$ cat src/rtl/proc_n.sv
// proc_n: parametrised multi-cycle processor with Run/Done handshake and one shared bus.
// Optional Z/C flags and conditional move enabled by defining PROC_N_FLAGS_EN.
module proc_n #(
    parameter int REG_NUM   = 8,
    parameter int DATAWIDTH = 16
) (
    input  logic                           Clock,
    input  logic                           Reset,
    input  logic                           Run,
    input  logic [DATAWIDTH-1:0]           DIN,
    output logic                           Done,
    output logic [DATAWIDTH-1:0]           BusWires,
    output logic                           Zflag,
    output logic                           Cflag,
    output logic [REG_NUM*DATAWIDTH-1:0]   RegsFlat
);

    localparam int RW  = $clog2(REG_NUM);
    localparam int IRW = 3 + 2 * RW;

    typedef enum logic [1:0] {
        T0 = 2'd0,
        T1 = 2'd1,
        T2 = 2'd2,
        T3 = 2'd3
    } step_e;

    typedef enum logic [2:0] {
        OP_MV   = 3'b000,
        OP_MVI  = 3'b001,
        OP_ADD  = 3'b010,
        OP_SUB  = 3'b011,
        OP_AND  = 3'b100,
        OP_XOR  = 3'b101,
        OP_MVNZ = 3'b110,
        OP_NOP  = 3'b111
    } op_e;

    typedef struct packed {
        logic [REG_NUM-1:0] r_in;
        logic [REG_NUM-1:0] r_out;
        logic               din_out;
        logic               g_out;
        logic               ir_in;
        logic               a_in;
        logic               g_in;
        logic               done;
    } ctrl_t;

    step_e                step_q;
    step_e                step_d;
    ctrl_t                ctrl;

    logic [IRW-1:0]       ir_q;
    logic [DATAWIDTH-1:0] a_q;
    logic [DATAWIDTH-1:0] g_q;
    logic [DATAWIDTH-1:0] r_q [REG_NUM];
    logic [DATAWIDTH-1:0] alu_res;

    op_e                  op;
    logic [RW-1:0]        rx;
    logic [RW-1:0]        ry;

    logic                 is_mv;
    logic                 is_mvi;
    logic                 is_alu;
    logic                 is_mvnz;
    logic                 is_nop;

`ifdef PROC_N_FLAGS_EN
    logic                 z_q;
    logic                 c_q;
`endif

    assign op = op_e'(ir_q[IRW-1:IRW-3]);
    assign rx = ir_q[2*RW-1:RW];
    assign ry = ir_q[RW-1:0];

    assign is_mv   = (op == OP_MV);
    assign is_mvi  = (op == OP_MVI);
    assign is_alu  = (op == OP_ADD) || (op == OP_SUB) ||
                     (op == OP_AND) || (op == OP_XOR);
    assign is_mvnz = (op == OP_MVNZ);
    assign is_nop  = (op == OP_NOP);

    // Step counter state register
    always_ff @(posedge Clock or posedge Reset) begin
        if (Reset) begin
            step_q <= T0;
        end else begin
            step_q <= step_d;
        end
    end

    // Next step: idle in T0 until Run, return to T0 after Done
    always_comb begin
        step_d = step_q;
        unique case (step_q)
            T0: step_d = Run ? T1 : T0;
            T1: step_d = ctrl.done ? T0 : T2;
            T2: step_d = ctrl.done ? T0 : T3;
            T3: step_d = T0;
            default: step_d = T0;
        endcase
    end

    // Control outputs per step and decoded opcode
    always_comb begin
        ctrl = '0;
        unique case (step_q)
            T0: begin
                ctrl.ir_in = 1'b1;
            end
            T1: begin
                unique case (1'b1)
                    is_mv: begin
                        ctrl.r_out[ry] = 1'b1;
                        ctrl.r_in[rx]  = 1'b1;
                        ctrl.done      = 1'b1;
                    end
                    is_mvi: begin
                        ctrl.din_out   = 1'b1;
                        ctrl.r_in[rx]  = 1'b1;
                        ctrl.done      = 1'b1;
                    end
                    is_alu: begin
                        ctrl.r_out[rx] = 1'b1;
                        ctrl.a_in      = 1'b1;
                    end
`ifdef PROC_N_FLAGS_EN
                    is_mvnz: begin
                        if (!z_q) begin
                            ctrl.r_out[ry] = 1'b1;
                            ctrl.r_in[rx]  = 1'b1;
                        end
                        ctrl.done = 1'b1;
                    end
                    is_nop: begin
                        ctrl.done = 1'b1;
                    end
`else
                    is_mvnz, is_nop: begin
                        ctrl.done = 1'b1;
                    end
`endif
                    default: begin
                        ctrl.done = 1'b1;
                    end
                endcase
            end
            T2: begin
                if (is_alu) begin
                    ctrl.r_out[ry] = 1'b1;
                    ctrl.g_in      = 1'b1;
                end
            end
            T3: begin
                if (is_alu) begin
                    ctrl.g_out    = 1'b1;
                    ctrl.r_in[rx] = 1'b1;
                    ctrl.done     = 1'b1;
                end
            end
            default: begin
                ctrl = '0;
            end
        endcase
    end

    assign Done = ctrl.done;

    // Bus mux: G over DIN over registers, lowest register index wins
    always_comb begin
        BusWires = '0;
        if (ctrl.g_out) begin
            BusWires = g_q;
        end else if (ctrl.din_out) begin
            BusWires = DIN;
        end else begin
            for (int k = REG_NUM - 1; k >= 0; k--) begin
                if (ctrl.r_out[k]) begin
                    BusWires = r_q[k];
                end
            end
        end
    end

    always_comb begin
        alu_res = '0;
        unique case (op)
            OP_ADD:  alu_res = a_q + BusWires;
            OP_SUB:  alu_res = a_q - BusWires;
            OP_AND:  alu_res = a_q & BusWires;
            OP_XOR:  alu_res = a_q ^ BusWires;
            default: alu_res = '0;
        endcase
    end

    always_ff @(posedge Clock or posedge Reset) begin
        if (Reset) begin
            ir_q <= '0;
            a_q  <= '0;
            g_q  <= '0;
            for (int k = 0; k < REG_NUM; k++) begin
                r_q[k] <= '0;
            end
        end else begin
            if (ctrl.ir_in) begin
                ir_q <= DIN[IRW-1:0];
            end
            if (ctrl.a_in) begin
                a_q <= BusWires;
            end
            if (ctrl.g_in) begin
                g_q <= alu_res;
            end
            for (int k = 0; k < REG_NUM; k++) begin
                if (ctrl.r_in[k]) begin
                    r_q[k] <= BusWires;
                end
            end
        end
    end

`ifdef PROC_N_FLAGS_EN
    // In T3, A still holds Rx and G the wrapped result: add carries
    // iff G < A, sub borrows iff G > A.
    always_ff @(posedge Clock or posedge Reset) begin
        if (Reset) begin
            z_q <= 1'b0;
            c_q <= 1'b0;
        end else if (step_q == T3 && is_alu) begin
            z_q <= (g_q == '0);
            unique case (op)
                OP_ADD:  c_q <= (g_q < a_q);
                OP_SUB:  c_q <= (g_q > a_q);
                default: c_q <= 1'b0;
            endcase
        end
    end

    assign Zflag = z_q;
    assign Cflag = c_q;
`else
    assign Zflag = 1'b0;
    assign Cflag = 1'b0;
`endif

    for (genvar gk = 0; gk < REG_NUM; gk++) begin : g_flat
        assign RegsFlat[gk*DATAWIDTH +: DATAWIDTH] = r_q[gk];
    end

endmodule
$ cat config.mk
export PLATFORM = sky130hd
export DESIGN_NAME = proc_n
export DESIGN_NICKNAME = d
export VERILOG_FILES = /design/src/rtl/proc_n.sv
export SDC_FILE = /design/constraint.sdc
export NUM_CORES = 1
export LEC_CHECK = 0
export ABC_AREA = 1
export BUFFER_PORTS_ARGS = -buffer_cell sky130_fd_sc_hd__buf_2
export CAP_MARGIN = 0
export CORE_AREA = 2 2 174 176
export CTS_CLUSTER_DIAMETER = 80
export DETAILED_ROUTE_END_ITERATION = 10
export DIE_AREA = 0 0 176 178
export PLACE_DENSITY_LB_ADDON = 0.1
export SYNTH_ARGS = -nofsm -noshare
export SYNTH_HDL_FRONTEND = slang
export SYNTH_SLANG_ARGS = --single-unit
$ cat constraint.sdc
create_clock -name Clock -period 7.2 [get_ports Clock]
set_input_delay 1.44 -clock Clock [delete_from_list [all_inputs] [get_ports Clock]]
set_output_delay 1.44 -clock Clock [all_outputs]
set_load 0.1 [all_outputs]
### Word level (Yosys, flattened, before mapping)

Cells that the tools add are included.

* reduce and logical (&&, ||, !) cells: 8
* bitwise logic cells: 2
* order comparisons: 4
* equality and inequality tests: 8
* add/sub/neg operators: 2
* multiplexer cells: 34

Operators by type and width (count)
* 16-bit two-way mux: 10
* 16-bit case mux with 4 select lines: 1
* 8-bit case mux with 2 select lines: 3
* 8-bit two-way mux: 3
* 16-bit adder: 1
* 16-bit AND: 1
* 16-bit subtractor: 1
* 16-bit bitwise XOR: 1
* 1-bit two-way mux: 11
* 3-bit by 4-bit < comparator with 1-bit output (second input constant): 2
* 2-bit case mux with 4 select lines: 1
* 1-bit demux with 3-bit select: 2
* 3-bit by 2-bit equality test with 1-bit output (second input constant): 2
* 3-bit equality test (second input constant): 2
* 3-bit by 1-bit >= comparator with 1-bit output (second input constant): 2
* 2-bit equality test (second input constant): 2
* 2-bit two-way mux: 2
* 3-bit by 1-bit equality test with 1-bit output (second input constant): 1
* 3-bit zero test: 1
* 1-bit logical OR: 3
* 2-bit by 1-bit equality test with 1-bit output (second input constant): 1
* 1-bit logical AND: 2
* 2-bit zero test: 1
* 1-bit case mux with 2 select lines: 1
* 2-bit OR reduction: 1

* register bits: 171
* output and inout bits: 147
* logic and storage cells: 70
* input bits: 19

### Longest topological paths before layout

* depth in word-level cells: 18
* gate-level depth with buffers: 46

### Worst setup path after synthesis

Ideal clock, no wire load.

* path type: register to register
* start point: reg step_q[1]
* end point: reg g_q[14]
* setup slack: 1622 ps
* arrival: 5449 ps
* required time: 7071 ps
* cell stages (with the launch flop): 41
* setup time: 129 ps
* path through: dfrtp_1 inv_1 ha_1 buf_2 inv_1 o21ai_2 nand2_2 o22ai_4 nand2_4 nand2_1 inv_1 nand2_1 nand2_1 nand2_1 nand2_1 nand2_1 nand2_1 a21oi_4 [... 5 more ...] fa_1 inv_1 a31oi_1 o21ai_0 nand2_1 nand2_1 a21oi_1 nor2_1 o21ai_0 nand2_1 a21oi_1 o21bai_1 nand2_1 nand2_1 a21oi_1 or2_2 nand3_1 a21oi_1

* longest elaborated chain between the ends: 14
* elaborated cells on any way between the ends: 22
* those cells by class: add/sub: 2; eq/ne: 3; mux: 15; bitwise: 2

Ends and longest elaborated chain
* start, declared: line 50 `step_e step_q;`
* start signal, assigned: line 91 `step_q <= step_d;`
* 2-bit equality test or 2-bit by 1-bit equality test with 1-bit output (tied branches): line 110 `unique case (step_q)`
* 8-bit case mux with 2 select lines: line 110
* 16-bit two-way mux (8 in series): line 181 `if (ctrl.r_out[k]) begin`
* 16-bit two-way mux: line 177 `end else if (ctrl.din_out) begin`
* 16-bit two-way mux *: line 175 `if (ctrl.g_out) begin`
* via BusWires[0]: line 12 `output logic [DATAWIDTH-1:0] BusWires,`
* 16-bit subtractor or 16-bit adder (tied branches): line 192, 191
* 16-bit case mux with 4 select lines *: line 190 `unique case (op)`
* end signal, assigned: line 215 `g_q <= alu_res;`
* end, declared: line 56 `logic [DATAWIDTH-1:0] g_q;`

The timed path passes the listed nets; every way through them passes the cells marked *.
A chain may end at the register's enable or synchronous reset.

### Worst setup path in the final report

* start point: reg ir_q[8]
* end point: reg g_q[14]

* longest elaborated chain between the ends: 18
* elaborated cells on any way between the ends: 32
* those cells by class: add/sub: 2; eq/ne: 5; mux: 19; bitwise: 2; reduce/logical: 4

Ends and longest elaborated chain
* start, declared: line 54 `logic [IRW-1:0] ir_q;`
* start signal, assigned: line 209 `ir_q <= DIN[IRW-1:0];`
* 3-bit by 2-bit equality test with 1-bit output: line 81, 190
* 1-bit logical OR (2 in series): line 81 `assign is_alu = (op == OP_ADD) || (op == OP_SUB) ||`
* 1-bit logical OR: line 82 `(op == OP_AND) || (op == OP_XOR);`
* 8-bit case mux with 2 select lines or 8-bit two-way mux (tied branches): line 115, 152
* 8-bit case mux with 2 select lines: line 110
* 16-bit two-way mux (8 in series): line 181
* 16-bit two-way mux: line 177
* 16-bit two-way mux: line 175
* 16-bit subtractor (tied with other cells): line 192 `OP_SUB: alu_res = a_q - BusWires;`
* 16-bit case mux with 4 select lines: line 190

Parallel ways exist; a longest one is shown, timed or not.

==> run_results.csv <==
group,metric,value,unit
yosys,synthAdderAreaFrac,0.0486,
setup_path,cp.buffers_inverters,2,
yosys,synth_edf_count,0,
layout,final_nets,1597,
grt,grt_pass1_wl,56800,µm
die,die_w,176,µm
timing,fin_crit,6.41,ns
die,rows,63,
route,ant_nets,0,
status,status,"complete, no violations",
setup_path,cp-startpoint,"ir_q[8]",
die,core,29400,µm²
timing,fin_skew,0.0125,ns
cts,cts.reportedPaths.clkPinSlew,0.07,ns
die,die_y,178,µm
worst_hold_path,hold_class,"flop to flop",
route,routed_via_density,4.99,
setup_path,timing.rr.end,"g_q[14]",
yosys,yosys.area_share.xor_xnor,0.00944,
timing,setup_violations,0,
yosys,synth_cells,1401,
setup_path,cp_max_fo,19,
setup_path,crit_type,"flop to flop",
setup_path,reg2reg_from,"ir_q[8]",
setup_path,path_depth,39,
place,io_buffers,163,
flow_run,maxCapViolCount,0,
cts,clkLatencyLatePin,0.44,ns
yosys,synth_warnings,0,
layout,layout-drive-gt1-share,0.178,
route,vias,9689,
yosys,ys.flop_type,"dfrtp_1",
cts,cts_tree,"built",
die,io_pins,166,
timing,slew-limit-headroom,0.374,
setup_path,required,7.56,ns
timing,hold_viol,0,
setup_path,cpMostUsedCell,"nand2_1",
cts,post_cts_buffers,0,
yosys,seq_area_frac_synth,0.419,
layout,area_growth,16.7,%
layout,layout.cells.most_common_list,"nand2_1, o21ai_0, dfrtp_1",
route,drt-initial-drc-count,759,
yosys,synth.area.top_cells,"dfrtp_1, nand2_1, o21ai_0",
setup_path,start_kind,"flop",
setup_path,ff2ff_path_depth,39,
cts,holdBufCountCts,0,
grt,grt_overflow_total,0,
setup_path,critPathMaxStageDelay,0.49,ns
yosys,synth_area,10200,µm²
route,wl_per_cell,19.4,µm
place,dp.cells,1910,
layout,fill_cells,3160,
yosys,ys_types,46,
setup_path,critical_path_arrival,6.77,ns
cts,numCtsBuffers,17,
yosys,async_flop_share,1.00,
die,start_util,0.347,
route,remaining_drc_errors,0,
layout,fin_cells,1942,
timing,setup_tns,0,ns
layout,finalCoreUtilization,0.405,
setup_path,cp_slowest_cell,"a21oi_4",
place,hpwl,27500,µm
grt,grtUsageTotal,0.245,
cts,cts_root_buf,"clkbuf_16",
timing,final_max_slew_viol_count,0,
setup_path,crit_end,"g_q[14]",
cts,max-clock-path-buffers,2,
grt,antenna_found_initial,1,
yosys,synthSimpleGateAreaFrac,0.289,
yosys,postSynthAreaPerCell,7.28,µm²
yosys,synth_top_area_share,0.419,
yosys,synth_top_family_by_area,"simple AND/OR/NAND/NOR gates",
route,wl,37800,µm
cts,htreeDepth,4,
worst_hold_path,min_from,"g_q[1]",
timing,rsz0062_at_grt,"no",
cts,cts_resized,0,
timing,min_period_over_period,0.890,
die,die_area,31300,µm²
grt,grt_max_degree,67,
yosys,yosysTopAreaCell,"dfrtp_1",
yosys,synth-compound-area-share,0.142,
setup_path,crit_path_end_kind,"flop",
layout,num_antenna_cells,0,
yosys,synthMuxAreaShare,0,
timing,tightest_slew,0.937,ns
yosys,ys_ff_latch,171,
place,place.gp.congestion,0.870,
route,dr.pass1.iters,5,
timing,fmax,156,MHz
setup_path,rrSetupSlack,0.79,ns
layout,layout_commonest_cell,"nand2_1",
cts,cts_sinks,171,
setup_path,critPathTopFamily,"simple AND/OR/NAND/NOR gates",
grt,first_global_vias,9092,
## metal layers
metal | vias up | track usage | share of wire
li1 | 4741 | - | -
met1 | 4601 | 0.344 | 0.47
met2 | 307 | 0.393 | 0.46
met3 | 40 | 0.0298 | 0.048
met4 | 0 | 0.0775 | 0.027
met5 | - | 0 | 0
## how the worst min path moves through the flow
stage,endpoint,slack (ns),cells after the start
floorplan,g_q[1],0.45,2
global placement,g_q[1],0.49,2
detailed placement,g_q[1],0.50,2
CTS,g_q[1],0.52,2
global route,RegsFlat[85],0.55,2
finish,g_q[1],0.51,2
## state kept, by name (all words and copies together) (netlist names)
| name | flops |
|---|---|
| RegsFlat | 128 |
| step_q | 2 |
| ir_q | 9 |
| g_q | 16 |
| a_q | 16 |
## final cells by class
type | instances | area [µm²] | area share
multi-input cells | 1003 | 5000 | 0.420
flip-flops and latches | 171 | 4280 | 0.359
repair buffers | 182 | 958 | 0.0805
inverters | 164 | 621 | 0.0521
well taps | 390 | 488 | 0.0410
clock buffers | 18 | 429 | 0.0360
clock inverters | 14 | 133 | 0.0111
## synthesized netlist by cell type, types with 3 or more instances
master / instances
xor2_1: 11
inv_1: 148
o21ai_2: 3
inv_2: 13
clkbuf_1: 41
or2_1: 5
a221oi_1: 3
buf_2: 10
ha_1: 38
nor3_1: 12
a41oi_1: 12
or2_2: 8
o21ai_1: 12
a31oi_1: 12
clkinv_1: 3
nand2_1: 467
buf_6: 7
nand4_1: 8
nand2_4: 8
o21bai_1: 4
nand2_2: 14
nor2_1: 83
nor2_2: 4
or2_0: 5
a21oi_1: 19
o21ai_0: 178
nand3_1: 73
buf_4: 4
dfrtp_1: 171
## cell families after synthesis
| kind of cell | Yosys count |
|---|---|
| buffers and inverters | 228 |
| other | 1 |
| flip-flops | 171 |
| AND/OR/NAND/NOR | 696 |
| adder cells (fa/ha/maj) | 39 |
| AO/OA/AOI/OAI | 255 |
| XOR/XNOR | 11 |
## through the flow
step	hold WS [ns]	worst slack [ns]	instance area, µm²
2_1_floorplan	0.453	1.13	10200
3_3_place_gp	0.491	0.846	11300
3_5_place_dp	0.502	0.805	11300
4_1_cts	0.519	0.784	11900
5_1_grt	0.552	0.0490	11900
6_report	0.514	0.792	11900
## tightest hold or removal path, delay by kind of cell, from the launching register on
kind	cells	cell delay, ns
flops	1	0.36
simple gates	1	0.06
compound gates	1	0.06
Power is left out: the tool's default activity adds up to more than one toggle a clock period on the data nets, which glitch-free logic cannot reach.
